### config.mk
export PLATFORM = sky130hd
export DESIGN_NAME = pc_unit_flat
export DESIGN_NICKNAME = d
export VERILOG_FILES = /design/src/rtl/pc_unit_if.sv /design/src/rtl/pc_unit.sv /design/src/flat_wrapper.sv
export SDC_FILE = /design/constraint.sdc
export NUM_CORES = 1
export LEC_CHECK = 0
export BUFFER_PORTS_ARGS = -buffer_cell sky130_fd_sc_hd__clkbuf_2
export CAP_MARGIN = 20
export CORE_ASPECT_RATIO = 1.4
export CORE_MARGIN = 2
export CORE_UTILIZATION = 55
export CTS_CLUSTER_SIZE = 40
export DETAILED_ROUTE_END_ITERATION = 8
export PLACE_DENSITY = 0.77
export SETUP_SLACK_MARGIN = 0.4
export SYNTH_ARGS = -nofsm -noshare
export SYNTH_HDL_FRONTEND = slang
export SYNTH_SLANG_ARGS = --single-unit
### constraint.sdc
create_clock -name clk -period 6.8 [get_ports clk]
set_input_delay 0.68 -clock clk [delete_from_list [all_inputs] [get_ports clk]]
set_output_delay 0.68 -clock clk [all_outputs]
set_load 0.01 [all_outputs]
### src/rtl/pc_unit_if.sv
// pc_unit_if: request/response bundle between a fetch controller and pc_unit.
//
// Parameter:
//   XLEN  address width in bits
//
// Signals:
//   stall, br_taken, br_offset, jmp, jmp_target, call, ret, trap
//       next-PC requests, driven by the master
//   pc_out, pc_next, ras_empty, ras_full, ras_err, misalign
//       PC unit status, driven by the slave (pc_unit)
//
// Modports:
//   master  fetch controller side
//   slave   pc_unit side
interface pc_unit_if #(
  parameter int XLEN = 32
);
  logic            stall;
  logic            br_taken;
  logic [XLEN-1:0] br_offset;
  logic            jmp;
  logic [XLEN-1:0] jmp_target;
  logic            call;
  logic            ret;
  logic            trap;
  logic [XLEN-1:0] pc_out;
  logic [XLEN-1:0] pc_next;
  logic            ras_empty;
  logic            ras_full;
  logic            ras_err;
  logic            misalign;

  modport master (
    output stall, br_taken, br_offset, jmp, jmp_target, call, ret, trap,
    input  pc_out, pc_next, ras_empty, ras_full, ras_err, misalign
  );

  modport slave (
    input  stall, br_taken, br_offset, jmp, jmp_target, call, ret, trap,
    output pc_out, pc_next, ras_empty, ras_full, ras_err, misalign
  );
endinterface

### src/rtl/pc_unit.sv
// pc_unit: program counter with relative branch, absolute jump, trap redirect
// and a circular return-address stack (RAS) for nested call/return.
//
// Parameters:
//   XLEN       address width
//   STEP       byte increment per sequential instruction (power of two)
//   RESET_VEC  pc_out after reset
//   TRAP_VEC   trap redirect address
//   RAS_DEPTH  return-address stack entries (power of two, >= 2)
//
// Ports:
//   clk  rising-edge clock
//   rst  asynchronous active-high reset
//   bus  pc_unit_if.slave: requests in; pc_out, pc_next, ras_empty,
//        ras_full, ras_err, misalign out
//
// Next-PC priority: trap > stall > ret > jmp (optionally call) > br_taken
// > increment. All arithmetic wraps modulo 2^XLEN.
//
// Build option: define PC_ALIGN_CHECK_EN to redirect jump/branch/ret targets
// whose low log2(STEP) bits are nonzero to TRAP_VEC and pulse misalign.
// Without it targets load unchanged and misalign is tied low.
module pc_unit #(
  parameter int              XLEN      = 32,
  parameter int              STEP      = 4,
  parameter logic [XLEN-1:0] RESET_VEC = '0,
  parameter logic [XLEN-1:0] TRAP_VEC  = XLEN'('h100),
  parameter int              RAS_DEPTH = 4
) (
  input logic       clk,
  input logic       rst,
  pc_unit_if.slave  bus
);

  localparam int PW = $clog2(RAS_DEPTH);
  localparam int CW = PW + 1;
  localparam logic [XLEN-1:0] STEP_V = XLEN'(STEP);
  localparam logic [CW-1:0]   FULL_V = CW'(RAS_DEPTH);

  logic [XLEN-1:0] pc_q;
  logic [XLEN-1:0] ras_mem [RAS_DEPTH];
  logic [PW-1:0]   ptr_q;
  logic [CW-1:0]   cnt_q;
  logic            err_q;

  logic [XLEN-1:0] pc_inc;
  logic [XLEN-1:0] ras_top;
  logic [XLEN-1:0] tgt;
  logic [XLEN-1:0] pc_d;
  logic            load_tgt;
  logic            push;
  logic            pop;
  logic            err_set;
  logic            ras_empty_w;
  logic            ras_full_w;

  assign pc_inc      = pc_q + STEP_V;
  // Pointer addresses the next free slot, so the top of stack is one below.
  assign ras_top     = ras_mem[ptr_q - PW'(1)];
  assign ras_empty_w = (cnt_q == '0);
  assign ras_full_w  = (cnt_q == FULL_V);

`ifdef PC_ALIGN_CHECK_EN
  localparam logic [XLEN-1:0] ALIGN_MASK = XLEN'(STEP - 1);
  logic mis_d;
  logic mis_q;
`endif

  // NOTE: every signal written here gets a default first, so no path leaves
  // a value unassigned and no latch is inferred.
  always_comb begin
    pc_d     = pc_inc;
    tgt      = pc_inc;
    load_tgt = 1'b0;
    push     = 1'b0;
    pop      = 1'b0;
    err_set  = 1'b0;
`ifdef PC_ALIGN_CHECK_EN
    mis_d    = 1'b0;
`endif
    if (bus.trap) begin
      pc_d = TRAP_VEC;
    end else if (bus.stall) begin
      pc_d = pc_q;
    end else if (bus.ret) begin
      // ret outranks a simultaneous call, so no push happens in that cycle.
      if (!ras_empty_w) begin
        tgt      = ras_top;
        load_tgt = 1'b1;
        pop      = 1'b1;
      end else begin
        err_set = 1'b1;
      end
    end else if (bus.jmp) begin
      tgt      = bus.jmp_target;
      load_tgt = 1'b1;
      push     = bus.call;
      err_set  = bus.call && ras_full_w;
    end else if (bus.br_taken) begin
      tgt      = pc_q + bus.br_offset;
      load_tgt = 1'b1;
    end

    if (load_tgt) begin
      pc_d = tgt;
`ifdef PC_ALIGN_CHECK_EN
      // A redirected ret has already popped above; only the load changes.
      if ((tgt & ALIGN_MASK) != '0) begin
        pc_d  = TRAP_VEC;
        mis_d = 1'b1;
      end
`endif
    end
  end

  // NOTE: sequential state uses non-blocking assignments so every register
  // samples the pre-edge values regardless of statement order.
  always_ff @(posedge clk or posedge rst) begin
    if (rst) begin
      pc_q  <= RESET_VEC;
      ptr_q <= '0;
      cnt_q <= '0;
      err_q <= 1'b0;
    end else begin
      pc_q <= pc_d;
      if (push) begin
        ptr_q <= ptr_q + PW'(1);
        // Pushing while full overwrites the oldest entry; count stays put.
        if (!ras_full_w) cnt_q <= cnt_q + CW'(1);
      end else if (pop) begin
        ptr_q <= ptr_q - PW'(1);
        cnt_q <= cnt_q - CW'(1);
      end
      if (err_set) err_q <= 1'b1;
    end
  end

  // NOTE: the stack storage has no reset; count and pointer define which
  // entries are valid, so stale contents are never observed.
  always_ff @(posedge clk) begin
    if (push) ras_mem[ptr_q] <= pc_inc;
  end

`ifdef PC_ALIGN_CHECK_EN
  always_ff @(posedge clk or posedge rst) begin
    if (rst) mis_q <= 1'b0;
    else     mis_q <= mis_d;
  end
  assign bus.misalign = mis_q;
`else
  assign bus.misalign = 1'b0;
`endif

  assign bus.pc_out    = pc_q;
  assign bus.pc_next   = pc_d;
  assign bus.ras_empty = ras_empty_w;
  assign bus.ras_full  = ras_full_w;
  assign bus.ras_err   = err_q;

endmodule
### src/flat_wrapper.sv
// flat-port wrapper written by rule: the top's interface ports become plain ports
module pc_unit_flat 
#(
  parameter int              XLEN      = 32,
  parameter int              STEP      = 4,
  parameter logic [XLEN-1:0] RESET_VEC = '0,
  parameter logic [XLEN-1:0] TRAP_VEC  = XLEN'('h100),
  parameter int              RAS_DEPTH = 4
)
  (clk, rst, bus_stall, bus_br_taken, bus_br_offset, bus_jmp, bus_jmp_target, bus_call, bus_ret, bus_trap, bus_pc_out, bus_pc_next, bus_ras_empty, bus_ras_full, bus_ras_err, bus_misalign);
  pc_unit_if #(.XLEN(XLEN)) bus_i ();
  input logic clk;
  input logic rst;
  input wire logic [$bits(bus_i.stall)-1:0] bus_stall;
  input wire logic [$bits(bus_i.br_taken)-1:0] bus_br_taken;
  input wire logic [$bits(bus_i.br_offset)-1:0] bus_br_offset;
  input wire logic [$bits(bus_i.jmp)-1:0] bus_jmp;
  input wire logic [$bits(bus_i.jmp_target)-1:0] bus_jmp_target;
  input wire logic [$bits(bus_i.call)-1:0] bus_call;
  input wire logic [$bits(bus_i.ret)-1:0] bus_ret;
  input wire logic [$bits(bus_i.trap)-1:0] bus_trap;
  output wire logic [$bits(bus_i.pc_out)-1:0] bus_pc_out;
  output wire logic [$bits(bus_i.pc_next)-1:0] bus_pc_next;
  output wire logic [$bits(bus_i.ras_empty)-1:0] bus_ras_empty;
  output wire logic [$bits(bus_i.ras_full)-1:0] bus_ras_full;
  output wire logic [$bits(bus_i.ras_err)-1:0] bus_ras_err;
  output wire logic [$bits(bus_i.misalign)-1:0] bus_misalign;
  assign bus_i.stall = bus_stall;
  assign bus_i.br_taken = bus_br_taken;
  assign bus_i.br_offset = bus_br_offset;
  assign bus_i.jmp = bus_jmp;
  assign bus_i.jmp_target = bus_jmp_target;
  assign bus_i.call = bus_call;
  assign bus_i.ret = bus_ret;
  assign bus_i.trap = bus_trap;
  assign bus_pc_out = bus_i.pc_out;
  assign bus_pc_next = bus_i.pc_next;
  assign bus_ras_empty = bus_i.ras_empty;
  assign bus_ras_full = bus_i.ras_full;
  assign bus_ras_err = bus_i.ras_err;
  assign bus_misalign = bus_i.misalign;
  pc_unit #(.XLEN(XLEN), .STEP(STEP), .RESET_VEC(RESET_VEC), .TRAP_VEC(TRAP_VEC), .RAS_DEPTH(RAS_DEPTH)) u_core (.clk(clk), .rst(rst), .bus(bus_i));
endmodule
; Word level (Yosys, flattened, before mapping)
; Memory sizes are Yosys's and may differ from the RTL's.
; Index checks and enable logic that the tools add are counted.
[classes]
n_reduce_logical = 4
bitwise = 0
shift = 0
n_lt_le_gt_ge = 0
addsub = 6
div = 0
mul = 0
eq_ne = 2
mux = 34
[ops]
columns = operator, count
row1 = $mux W32, 9
row2 = $add A32 B3 Y32 const B, 1
row3 = $add A32 B32 Y32, 1
row4 = $mux W1, 20
row5 = $mux W3, 3
row6 = $mux W2, 2
row7 = $add A3 B1 Y3 const B, 1
row8 = $eq A3 B3 Y1 const B, 1
row9 = $logic_not A3 Y1, 1
row10 = $sub A3 B1 Y3 const B, 1
row11 = $add A2 B1 Y2 const B, 1
row12 = $ne A2 B2 Y1 const B, 1
row13 = $reduce_and A2 Y1, 1
row14 = $reduce_bool A2 Y1, 1
row15 = $sub A2 B1 Y2 const B, 1
row16 = $logic_and A1 B1 Y1, 1
[word_totals]
latch_bits = 0
elab_cells = 51
n_memories = 1
input_bits = 72
register_bits = 38
rom_bits = 0
ramBits = 128
[memory_table]
columns = memory, depth, width, rd, rd_ports_with_merged_regs, wr, line
row1 = u_core.ras_mem, 4, 32, 1, 0, 1, pc_unit.sv:41  ; logic [XLEN-1:0] ras_mem [RAS_DEPTH];

; Logic depth before layout (Yosys ltp)
[logic_depth]
depth_word = 7
mapped_depth = 13
depth_no_buf = 10

; Least setup slack after synthesis
; No wires, ideal clock.
[synth_path]
path_kind = register to output
from = register u_core.ptr_q[0]
to = output port bus_pc_next[9]
t_required_ps = 6120
setup_slack_ps = 2875
path_stages_with_launch = 12
arrival_ps = 3245
path_cell_list = dfrtp_1 buf_2 buf_2 buf_2 inv_1 ha_1 clkbuf_1 clkbuf_1 clkbuf_1 mux4_2 a221oi_1 o21ai_0
[synth_via]
elab_chain_cells = 7
[synth_rtl]
columns = item, line
row1 = from (decl), pc_unit.sv:42  ; logic [PW-1:0] ptr_q;
row2 = from (signal assigned), pc_unit.sv:127  ; ptr_q <= ptr_q + PW'(1);
row3 = from (signal assigned), pc_unit.sv:131  ; ptr_q <= ptr_q - PW'(1);
row4 = $sub A2 B1 Y2, pc_unit.sv:59  ; assign ras_top = ras_mem[ptr_q - PW'(1)];
row5 = $mem_v2 Z4 W32, --
row6 = $mux W32, pc_unit.sv:87  ; if (!ras_empty_w) begin
row7 = $mux W32, pc_unit.sv:85  ; end else if (bus.ret) begin
row8 = $mux W32, pc_unit.sv:83  ; end else if (bus.stall) begin
row9 = $mux W32, pc_unit.sv:81  ; if (bus.trap) begin
row10 = $mux W32, pc_unit.sv:104  ; if (load_tgt) begin
row11 = to (decl), flat_wrapper.sv:23  ; output wire logic [$bits(bus_i.pc_next)-1:0] bus_pc_next;
; No other way between the ends.

; Final worst setup path
[layout_path]
from = register u_core.cnt_q[0]
to = output port bus_pc_next[31]
[layout_via]
elab_chain_cells = 6
[layout_rtl]
columns = item, line
row1 = from (decl), pc_unit.sv:43  ; logic [CW-1:0] cnt_q;
row2 = from (signal assigned), pc_unit.sv:129  ; if (!ras_full_w) cnt_q <= cnt_q + CW'(1);
row3 = from (signal assigned), pc_unit.sv:132  ; cnt_q <= cnt_q - CW'(1);
row4 = $logic_not A3 Y1 *, pc_unit.sv:60  ; assign ras_empty_w = (cnt_q == '0);
row5 = $mux W32 or $mux W1 (tied branches), pc_unit.sv:87
row6 = $mux W32 or $mux W1 (tied branches), pc_unit.sv:85
row7 = $mux W32 or $mux W1 (tied branches), pc_unit.sv:83
row8 = $mux W32 or $mux W1 (tied branches), pc_unit.sv:81
row9 = $mux W32 *, pc_unit.sv:104
; Mark *: on every way between the ends. The rest lies on a longest branch, timed or not.

==> summary.txt <==
Floorplan
  • Row count: 57
  • Die Y: 160.4 um
  • Ports: 140
  • Die area: 0.01856 sq mm
  • Die Wd: 115.7 um
  • Initial Util: 55.69%
  • Core area: 0.01726 sq mm

Yosys
  • Synthesis-stage register bit count: 166
  • Ys flop type: edfxtp_1
  • Top-count cell post-synth: edfxtp_1
  • Syn Area/Cell: 11.32 sq um
  • Yosys warns: 0
  • Syn Nets: 959
  • EDFF count, synth: 128
  • Async SR Flop Fraction: 22.89%
  • Post-synth top area cell: edfxtp_1
  • Post-synth top area share: 39.99%
  • Dominant cells by area after synthesis: edfxtp_1 40%, dfrtp_1 9.9%, mux4_2 7.5%, ha_1 4.7%, a21oi_1 3.5%
  • Top post-synthesis cells by count: 128 x edfxtp_1, 74 x nand2_1, 67 x a21oi_1
  • Post-Syn Instances: 849
  • Mapped Area: 0.009612 sq mm
  • Register area share after synthesis: 49.88%
  • Post-synth cell types: 71

Route
  • Vias per cell: 6.391
  • Via Count: 7791
  • Final wirelength: 28060 um
  • DRT iter0 DRCs: 985
  • Routed Antenna Nets: 0
  • Drt pass-1 iters: 6
  • Drc violations: 0
  • Wire per inst: 23.01 um

Clocking
  • Setup Buffers After CTS: 0
  • CTS Root Cell: clkbuf_16
  • Clk sink count: 166
  • Post-CTS Resized: 0
  • Cts-stage hold buffer count: 0
  • CTS H-tree depth: 4
  • CTS tree: done
  • Clk slew on worst S/H paths: 0.07 ns
  • Deepest clock path buffer count: 2
  • TritonCTS Buffers: 17
  • Clock latency on the worst-skew pair: 0.43 ns

Global routing
  • First-pass GRT wire length: 42410 um
  • Number of global-route vias before repair: 7502
  • Initial antenna violation count: 0
  • Largest net degree at the start of global routing: 46
  • Grt total ovfl: 0
  • Gr usage total: 30.57%

Timing
  • Period utilisation layout: 67.82%
  • Slew headroom: 36.86%
  • Worst clock skew: 0.007851 ns
  • Max frequency: 216.9 MHz
  • Slew @ Worst Pin: 0.9436 ns
  • Max Slew Vio Count: 0
  • Fin crit period: 4.611 ns
  • Hold Fails Final Rpt: 0
  • RSZ-0062 raised after global routing: no
  • Setup_tns: 0 ns
  • Min Hold Slack: 0.3803 ns
  • Setup-failing EPs final: 0

Status
  • Status: finished, final reports clean

Layout
  • Nets: 1080
  • # fillers: 1340
  • Area growth from synthesis to layout: 14.97%
  • Layout cells sized above 1: 23.80%
  • Antenna diode count: 0

Power and ir drop
  • Max rail drop VDD: 186.9 uV
  • Static leakage: 4.342 nW
  • Pwr/cell area: 330.0 mW/mm^2
  • Total Power: 0.003646 W

Min path
  • Min-Delay Path Class: input pin to async pin

Worst setup path
  • CP max FO: 16
  • Setup crit end kind: output pin
  • Startpoint types: flip-flop
  • Required time of the critical path: 6.12 ns
  • CP arrival: 3.93 ns
  • Setup Crit Path Kind: flip-flop to output pin

Place
  • Gpl congestion: 0.9690
  • PortBufs: 138
  • Detail Placement HPWL: 21050 um

Run
  • Max-Cap Viols: 0
registers in the layout, summed over array words and instances, names as in the netlist:
name / flops
u_core.bus.pc_out: 32
u_core.bus.ras_err: 1
u_core.cnt_q: 3
u_core.ptr_q: 2
u_core.ras_mem: 128
through the flow:
step / area [sq um] / std cells / worst slack [ns] / util (%)
after CTS: 11050 / 1219 / 2.280 / 64.03
after global routing: 11050 / 1219 / 1.970 / 64.03
after detailed placement: 10480 / 1187 / 2.450 / 60.73
after global placement: 10480 / 1187 / 2.564 / 60.73
after floorplan: 9612 / 849 / 2.875 / -
final: 11050 / 1219 / 2.189 / 64.03
area by class of cell:
| type | count | area, sq um | share of cell area (%) |
|---|---|---|---|
| flip-flops and latches | 166 | 4796 | 43.40 |
| inverters | 21 | 78.83 | 0.7133 |
| repair buffers | 149 | 773.2 | 6.997 |
| multi-input cells | 615 | 4538 | 41.07 |
| clock inverters | 15 | 143.9 | 1.302 |
| clock buffers | 17 | 425.4 | 3.850 |
| well taps | 236 | 295.3 | 2.672 |
power breakdown:
group          switching, W  internal [W]  total (W)
clock              0.000431      0.000484   0.000916
combinational      0.000808      0.000592    0.00140
sequential         0.000131       0.00120    0.00133
per-layer routing:
layer  GRT usage [%]  share of wire, %  up-vias
met4           13.31               4.0        0
met2           50.27                50      453
met3           3.472               7.3       75
li1                -                 -     3488
met1           41.01                39     3775
met5               0                 0        -
path summary, 6_finish.rpt:
| check | start | endpoint | slack [ns] | cells past startpoint |
|---|---|---|---|---|
| worst max-delay path | u_core.cnt_q[0] | bus_pc_next[31] | 2.19 | 9 |
| worst min-delay path | rst | u_core.bus.pc_out[1] | 0.38 | 3 |
| worst max register to register | u_core.cnt_q[0] | u_core.bus.pc_out[31] | 3.38 | 8 |
| worst min register to register | u_core.bus.ras_err | u_core.bus.ras_err | 0.52 | 1 |
| max in group asynchronous | rst | u_core.ptr_q[0] | 6.00 | 3 |
| min in group clk | u_core.bus.ras_err | u_core.bus.ras_err | 0.52 | 1 |
cells in the final DEF, fill, tap and decap left out, types with 10 or more instances in the layout:
cell	Yosys	layout
edfxtp_1	128	128
and3_1	10	10
nor2_1	65	65
a21oi_1	67	67
ha_1	36	36
mux4_2	32	32
xnor2_1	37	37
nand2_1	74	74
clkbuf_2	0	138
a21o_1	13	13
o21ai_0	39	39
nand4_1	10	10
xor2_1	31	31
a221oi_1	10	10
inv_1	21	21
nand3_1	23	23
a22oi_1	10	10
nor3_1	20	20
dfrtp_1	38	37
clkbuf_16	0	17
buf_4	3	11
critical path, stage by stage, from the launching register on:
cell	delay [ns]
dfrtp_1	0.46
o31ai_2	0.59
o21a_1	0.60
nor2_1	0.18
nor2_1	0.76
o21ai_1	0.21
o211ai_1	0.17
o2bb2ai_1	0.11
a21oi_1	0.24
clkbuf_2	0.18
cells by family (layout without fill, tap and decap cells):
logic type / count (synthesis) / count (layout) / synth area share (%)
AO/OA/AOI/OAI: 232 / 232 / 16.15
XOR/XNOR: 68 / 68 / 6.196
other: 1 / 1 / 0.03901
buffers and inverters: 68 / 202 / 2.903
multiplexers: 37 / 37 / 8.045
flip-flops: 166 / 166 / 49.88
AND/OR/NAND/NOR: 239 / 239 / 11.68
adder cells (fa/ha/maj): 38 / 38 / 5.103
Power figures use the tool's default switching activity.
